## src/rtl/rmst_pkg.sv

```systemverilog
// Shared definitions for the rmst read-master responder: FSM encoding and beat geometry.
package rmst_pkg;

    typedef enum logic [1:0] {
        ST_IDLE  = 2'd0,
        ST_READ  = 2'd1,
        ST_DRAIN = 2'd2,
        ST_DONE  = 2'd3
    } state_t;

    localparam int DEF_XDW        = 128;
    localparam int BYTES_PER_BEAT = DEF_XDW / 8;

endpackage

```

## src/rtl/rmst_sync_fifo.sv

```systemverilog
// Show-ahead synchronous FIFO: data_out always presents the head word while not empty.
module rmst_sync_fifo #(
    parameter int W     = 128,
    parameter int DEPTH = 32,
    parameter int AW    = 5
) (
    input  logic          clk,
    input  logic          rst,
    input  logic          push,
    input  logic          pop,
    input  logic [W-1:0]  data_in,
    output logic [W-1:0]  data_out,
    output logic          empty,
    output logic          full,
    output logic [AW:0]   used
);

    logic [W-1:0]  mem [DEPTH];
    logic [AW-1:0] wr_ptr, rd_ptr;
    logic          do_push, do_pop;

    // A pop frees the head slot in the same cycle, so push-while-full is legal alongside it.
    assign do_pop  = pop && !empty;
    assign do_push = push && (!full || do_pop);

    assign empty    = (used == '0);
    assign full     = (used == (AW+1)'(DEPTH));
    assign data_out = mem[rd_ptr];

    always_ff @(posedge clk) begin
        if (do_push)
            mem[wr_ptr] <= data_in;
    end

    always_ff @(posedge clk) begin
        if (!rst) begin
            wr_ptr <= '0;
            rd_ptr <= '0;
            used   <= '0;
        end else begin
            if (do_push)
                wr_ptr <= wr_ptr + 1'b1;
            if (do_pop)
                rd_ptr <= rd_ptr + 1'b1;
            case ({do_push, do_pop})
                2'b10:   used <= used + 1'b1;
                2'b01:   used <= used - 1'b1;
                default: used <= used;
            endcase
        end
    end

endmodule

```

## src/rtl/rmst_burst_reader.sv

```systemverilog
// One read job -> pipelined single-beat Avalon-MM reads, buffered in a show-ahead FIFO;
// ctrl_done pulses once the consumer has drained every word.
module rmst_burst_reader
    import rmst_pkg::*;
#(
    parameter int XAW        = 32,
    parameter int XDW        = 128,
    parameter int FIFO_DEPTH = 32,
    parameter int FIFO_AW    = 5
) (
    input  logic               clk,
    input  logic               rst,
    input  logic               ctrl_fixed_location,
    input  logic [XAW-1:0]     ctrl_read_base,
    input  logic [XAW-1:0]     ctrl_read_length,
    input  logic               ctrl_go,
    output logic               ctrl_done,
    input  logic               user_read_buffer,
    output logic [XDW-1:0]     user_buffer_data,
    output logic               user_data_available,
    output logic [XAW-1:0]     mst_address,
    output logic               mst_read,
    output logic [XDW/8-1:0]   mst_byteenable,
    input  logic [XDW-1:0]     mst_readdata,
    input  logic               mst_readdatavalid,
    input  logic               mst_waitrequest
);

    localparam logic [XAW-1:0]     BEAT       = XAW'(XDW / 8);
    localparam logic [FIFO_AW+1:0] CREDIT_MAX = (FIFO_AW+2)'(FIFO_DEPTH - 1);

    state_t             state, state_nxt;
    logic [XAW-1:0]     addr, remaining;
    logic               fixed;
    logic [FIFO_AW:0]   outstanding, fifo_used;
    logic [FIFO_AW+1:0] credit;
    logic               fifo_empty, fifo_full, accept;

    // Words in the FIFO plus words in flight; this never rises while a request is stalled,
    // so a raised mst_read cannot drop before it is accepted.
    assign credit   = {1'b0, fifo_used} + {1'b0, outstanding};
    assign mst_read = (state == ST_READ) && (remaining != '0) && (credit < CREDIT_MAX);
    assign accept   = mst_read && !mst_waitrequest;

    assign mst_address         = addr;
    assign mst_byteenable      = '1;
    assign ctrl_done           = (state == ST_DONE);
    assign user_data_available = !fifo_empty;

    always_comb begin
        state_nxt = state;
        unique case (state)
            ST_IDLE:  if (ctrl_go)
                          state_nxt = (ctrl_read_length == '0) ? ST_DRAIN : ST_READ;
            ST_READ:  if (remaining == '0 || (accept && remaining <= BEAT))
                          state_nxt = ST_DRAIN;
            ST_DRAIN: if (outstanding == '0 && fifo_empty)
                          state_nxt = ST_DONE;
            ST_DONE:  state_nxt = ST_IDLE;
            default:  state_nxt = ST_IDLE;
        endcase
    end

    always_ff @(posedge clk) begin
        if (!rst) begin
            state       <= ST_IDLE;
            addr        <= '0;
            remaining   <= '0;
            fixed       <= 1'b0;
            outstanding <= '0;
        end else begin
            state <= state_nxt;
            if (state == ST_IDLE && ctrl_go) begin
                addr      <= ctrl_read_base;
                remaining <= ctrl_read_length;
                fixed     <= ctrl_fixed_location;
            end else if (accept) begin
                remaining <= remaining - BEAT;
                if (!fixed)
                    addr <= addr + BEAT;
            end
            case ({accept, mst_readdatavalid})
                2'b10:   outstanding <= outstanding + 1'b1;
                2'b01:   outstanding <= outstanding - 1'b1;
                default: outstanding <= outstanding;
            endcase
        end
    end

    rmst_sync_fifo #(
        .W     (XDW),
        .DEPTH (FIFO_DEPTH),
        .AW    (FIFO_AW)
    ) u_fifo (
        .clk      (clk),
        .rst      (rst),
        .push     (mst_readdatavalid),
        .pop      (user_read_buffer),
        .data_in  (mst_readdata),
        .data_out (user_buffer_data),
        .empty    (fifo_empty),
        .full     (fifo_full),
        .used     (fifo_used)
    );

    a_no_overflow: assert property (@(posedge clk) disable iff (!rst)
        !(mst_readdatavalid && fifo_full && !user_read_buffer));

endmodule
```

## config.mk

```make
export PLATFORM = sky130hd
export DESIGN_NAME = rmst_burst_reader
export DESIGN_NICKNAME = d
export VERILOG_FILES = /design/src/rtl/rmst_pkg.sv /design/src/rtl/rmst_sync_fifo.sv /design/src/rtl/rmst_burst_reader.sv
export SDC_FILE = /design/constraint.sdc
export NUM_CORES = 2
export LEC_CHECK = 0
export BUFFER_PORTS_ARGS = -buffer_cell sky130_fd_sc_hd__buf_4
export CAP_MARGIN = 20
export CORE_MARGIN = 5
export CORE_UTILIZATION = 56
export CTS_CLUSTER_SIZE = 8
export DETAILED_ROUTE_END_ITERATION = 10
export PLACE_DENSITY = 0.75
export SKIP_CTS_REPAIR_TIMING = 1
export SLEW_MARGIN = 20
export SYNTH_ARGS = -nofsm -noshare
export SYNTH_HDL_FRONTEND = slang
export SYNTH_SLANG_ARGS = --single-unit
```

## constraint.sdc

```tcl
create_clock -name clk -period 8.3 [get_ports clk]
set_input_delay 1.245 -clock clk [delete_from_list [all_inputs] [get_ports clk]]
set_output_delay 1.245 -clock clk [all_outputs]
set_load 0.01 [all_outputs]
```

==> reports/metrics.yaml <==
worst_setup_path:
  r2r_slack_ns: 3.64
  r2r_end: "outstanding[5]"
  critPathMaxFanout: 135
  required_ns: 7.05
  reg2regPathDepth: 15
  startpoint_type: "flip-flop"
  arrival_ns: 4.52
  critPathKind: "flip-flop to output pin"
  reg2reg_from: "outstanding[0]"
  worstSetupEndpointType: "output pin"
route:
  via_per_inst: 7.01
  wl_per_cell_um: 38.1
  vias: 78287
  route.detailed.drc: 0
  dr.first_iter.drc_count: 11495
  dr.pass1.iters: 6
  routed_wl_um: 425000
  ant_nets: 0
yosys:
  syn_inst: 6517
  synth_top_area_cell: "edfxtp_1"
  synth_area_leaders: "edfxtp_1, mux4_2, dfxtp_1"
  yosysSeqAreaShare_pct: 78.0
  ys_seq_elements: 4190
  synth-edff-count: 4096
  mappedNetlistArea_mm2: 0.160
  syn_area_per_cell_um2: 24.6
  ys.flop_type: "edfxtp_1"
  yosys.area.top_type_share_pct: 76.8
  async_flop_share_pct: 0
  synthDistinctLibCells: 61
  yosysWarnings: 0
worst_hold_path:
  min_to: "mst_address[0]"
  min_from: "mst_address[0]"
  whs_path_depth: 2
  hp-class: "flip-flop to flip-flop"
clock_network:
  clk_latency_ns: 1.04
  clk_pin_slew_ns: 0.05
  htree_num_levels: 6
  clockBufferDepth: 4
  cts_root_buffer: "clkbuf_16"
  cts_tree: "built"
  cts_sinks: 4190
  numCtsBuffers: 594
place:
  dp_cells: 10451
  dpl-instance-area_mm2: 0.168
  gp_congestion: 0.813
  hpwlAfterDp_um: 186000
  portBuffers: 361
floorplan:
  fp-row-count: 196
  dieArea_mm2: 0.297
  floorplan.initialDensity_pct: 56.2
  die_h_um: 545
  die_w_um: 545
  io_pins: 378
  core_mm2: 0.285
timing:
  max_freq_mhz: 174
  finalCritPeriodShare_pct: 69.4
  max_slew.worst_pin.slew_ns: 1.21
  rsz0062_at_grt: "false"
  fin_skew_ns: 0.0761
  finalSetupViolCount: 0
  slew_viol_final: 0
  timing.slew.headroom_pct: 19.2
  post-route-min-period_ns: 5.76
  hold_viol: 0
  fin_tns_setup_ns: 0
power:
  p_leak_nw: 56.7
  peakVddDrop_mv: 0.236
  finalPower_mw: 55.5
  powerDensity_mw_per_mm2: 300
global_routing:
  grt_busiest_layer: "met2"
  grt_overflow: 0
  grt_max_degree: 151
  track_usage_pct: 28.7
  grt_pass1_vias: 80547
  grt_pass1_wl_um: 602000
  met3_usage_pct: 6.16
  antenna_found_initial: 46
  use_met1_pct: 38.6
  globalRouteMet2Util_pct: 46.9
cells_and_area:
  design_area_mm2: 0.185
  layout-drive-gt1-share_pct: 35.7
  fillers: 17237
  fin_util_pct: 64.8
  fin_nets: 7519
  area_delta_synth_final_pct: 15.3
  instances_no_fill: 11166
status:
  status: "finished, final reports clean"
run:
  drv_cap: 0
sequential cells by signal, indices dropped and copies added, names as in the netlist, named ones only:
register       flops
u_fifo.mem      4096
state              2
outstanding        6
u_fifo.used        6
u_fifo.rd_ptr      5
remaining         32
fixed              1
mst_address       32
u_fifo.wr_ptr      5
worst max path at each step:
stage	from	to	slack [ns]	cells past startpoint
3_5_place_dp	flip-flop	user_buffer_data[44]	3.34	6
2_1_floorplan	user_read_buffer	u_fifo.mem[15][0]	0.41	4
3_3_place_gp	mst_readdatavalid	u_fifo.mem[2][55]	3.34	5
4_1_cts	flip-flop	user_buffer_data[66]	2.22	6
5_1_grt	flip-flop	user_buffer_data[9]	2.43	6
6_report	flip-flop	user_buffer_data[5]	2.54	6
critical path: stages (launching register included):
cell and delay (ns):
dfxtp_4 0.90, buf_4 0.39, buf_12 0.52, mux4_2 0.42, mux4_2 0.53, mux2_2 0.32
buf_4 0.15
routing by layer:
| metal | vias up | share of wire (%) |
|---|---|---|
| met3 | 1028 | 11 |
| li1 | 29523 | - |
| met1 | 41699 | 35 |
| met2 | 6009 | 50 |
| met4 | 28 | 4.0 |
| met5 | - | 0.043 |
synth_stat cells, types with 3 or more instances:
cell type,number
a31oi_1,7
o21bai_1,4
nor2_1,85
nand2b_1,4
mux4_2,1280
dfxtp_1,94
o21ai_0,63
or4_1,7
a21o_1,4
ha_1,28
xor2_1,19
and4_1,4
nand3_1,18
o211ai_1,5
and3_1,5
xnor2_1,43
nor3_1,11
buf_2,40
mux2_2,128
or2_2,4
mux2i_1,6
a21oi_1,74
buf_6,3
nor4_2,3
nor4_1,25
nand2_1,51
fa_1,3
nand4_1,15
buf_1,30
a211oi_1,7
or3_1,14
nor3_2,4
edfxtp_1,4096
clkbuf_1,262
inv_1,23
buf_4,16
placed cells by master (no fill, tap or decap), types with 32 or more instances in the layout:
cell type and instances:
clkbuf_1 32, a21oi_1 74, buf_4 456, nand2_1 50
mux2_2 128, mux4_2 1280, edfxtp_1 4096, buf_12 53
o21ai_0 63, clkbuf_16 596, xnor2_1 43, nor2_4 32
nor2_1 53, dfxtp_1 89
power breakdown:
part	internal (mW)	leakage [nW]	switching, mW
clock	12.8	7.90	8.78
combinational	5.21	11.1	4.78
sequential	23.6	37.7	0.268
total	41.6	56.7	13.8
through the flow:
| step | setup WS, ns | hold slack (ns) |
|---|---|---|
| 2_1_floorplan | 0.415 | 0.436 |
| 6_report | 2.54 | 0.472 |
| 3_3_place_gp | 3.34 | 0.445 |
| 4_1_cts | 2.22 | 0.459 |
| 3_5_place_dp | 3.34 | 0.451 |
| 5_1_grt | 2.43 | 0.484 |
logic make-up after synthesis:
family                   Yosys count  synth area share [%]
multiplexers                    1414                  18.9
flip-flops                      4190                  78.0
other                              1               0.00234
adder cells (fa/ha/maj)           31                 0.256
AO/OA/AOI/OAI                    177                 0.623
buffers and inverters            375                 0.962
AND/OR/NAND/NOR                  267                 0.889
XOR/XNOR                          62                 0.339
layout make-up:
type	count	area, um^2	area share (%)
flip-flops and latches	4190	125000	67.7
multi-input cells	1967	34000	18.4
clock buffers	628	15000	8.14
well taps	3762	4710	2.55
repair buffers	512	4550	2.47
clock inverters	58	1240	0.672
inverters	24	90.1	0.0488
diodes	25	62.6	0.0339
(Power assumes the default switching activity.)
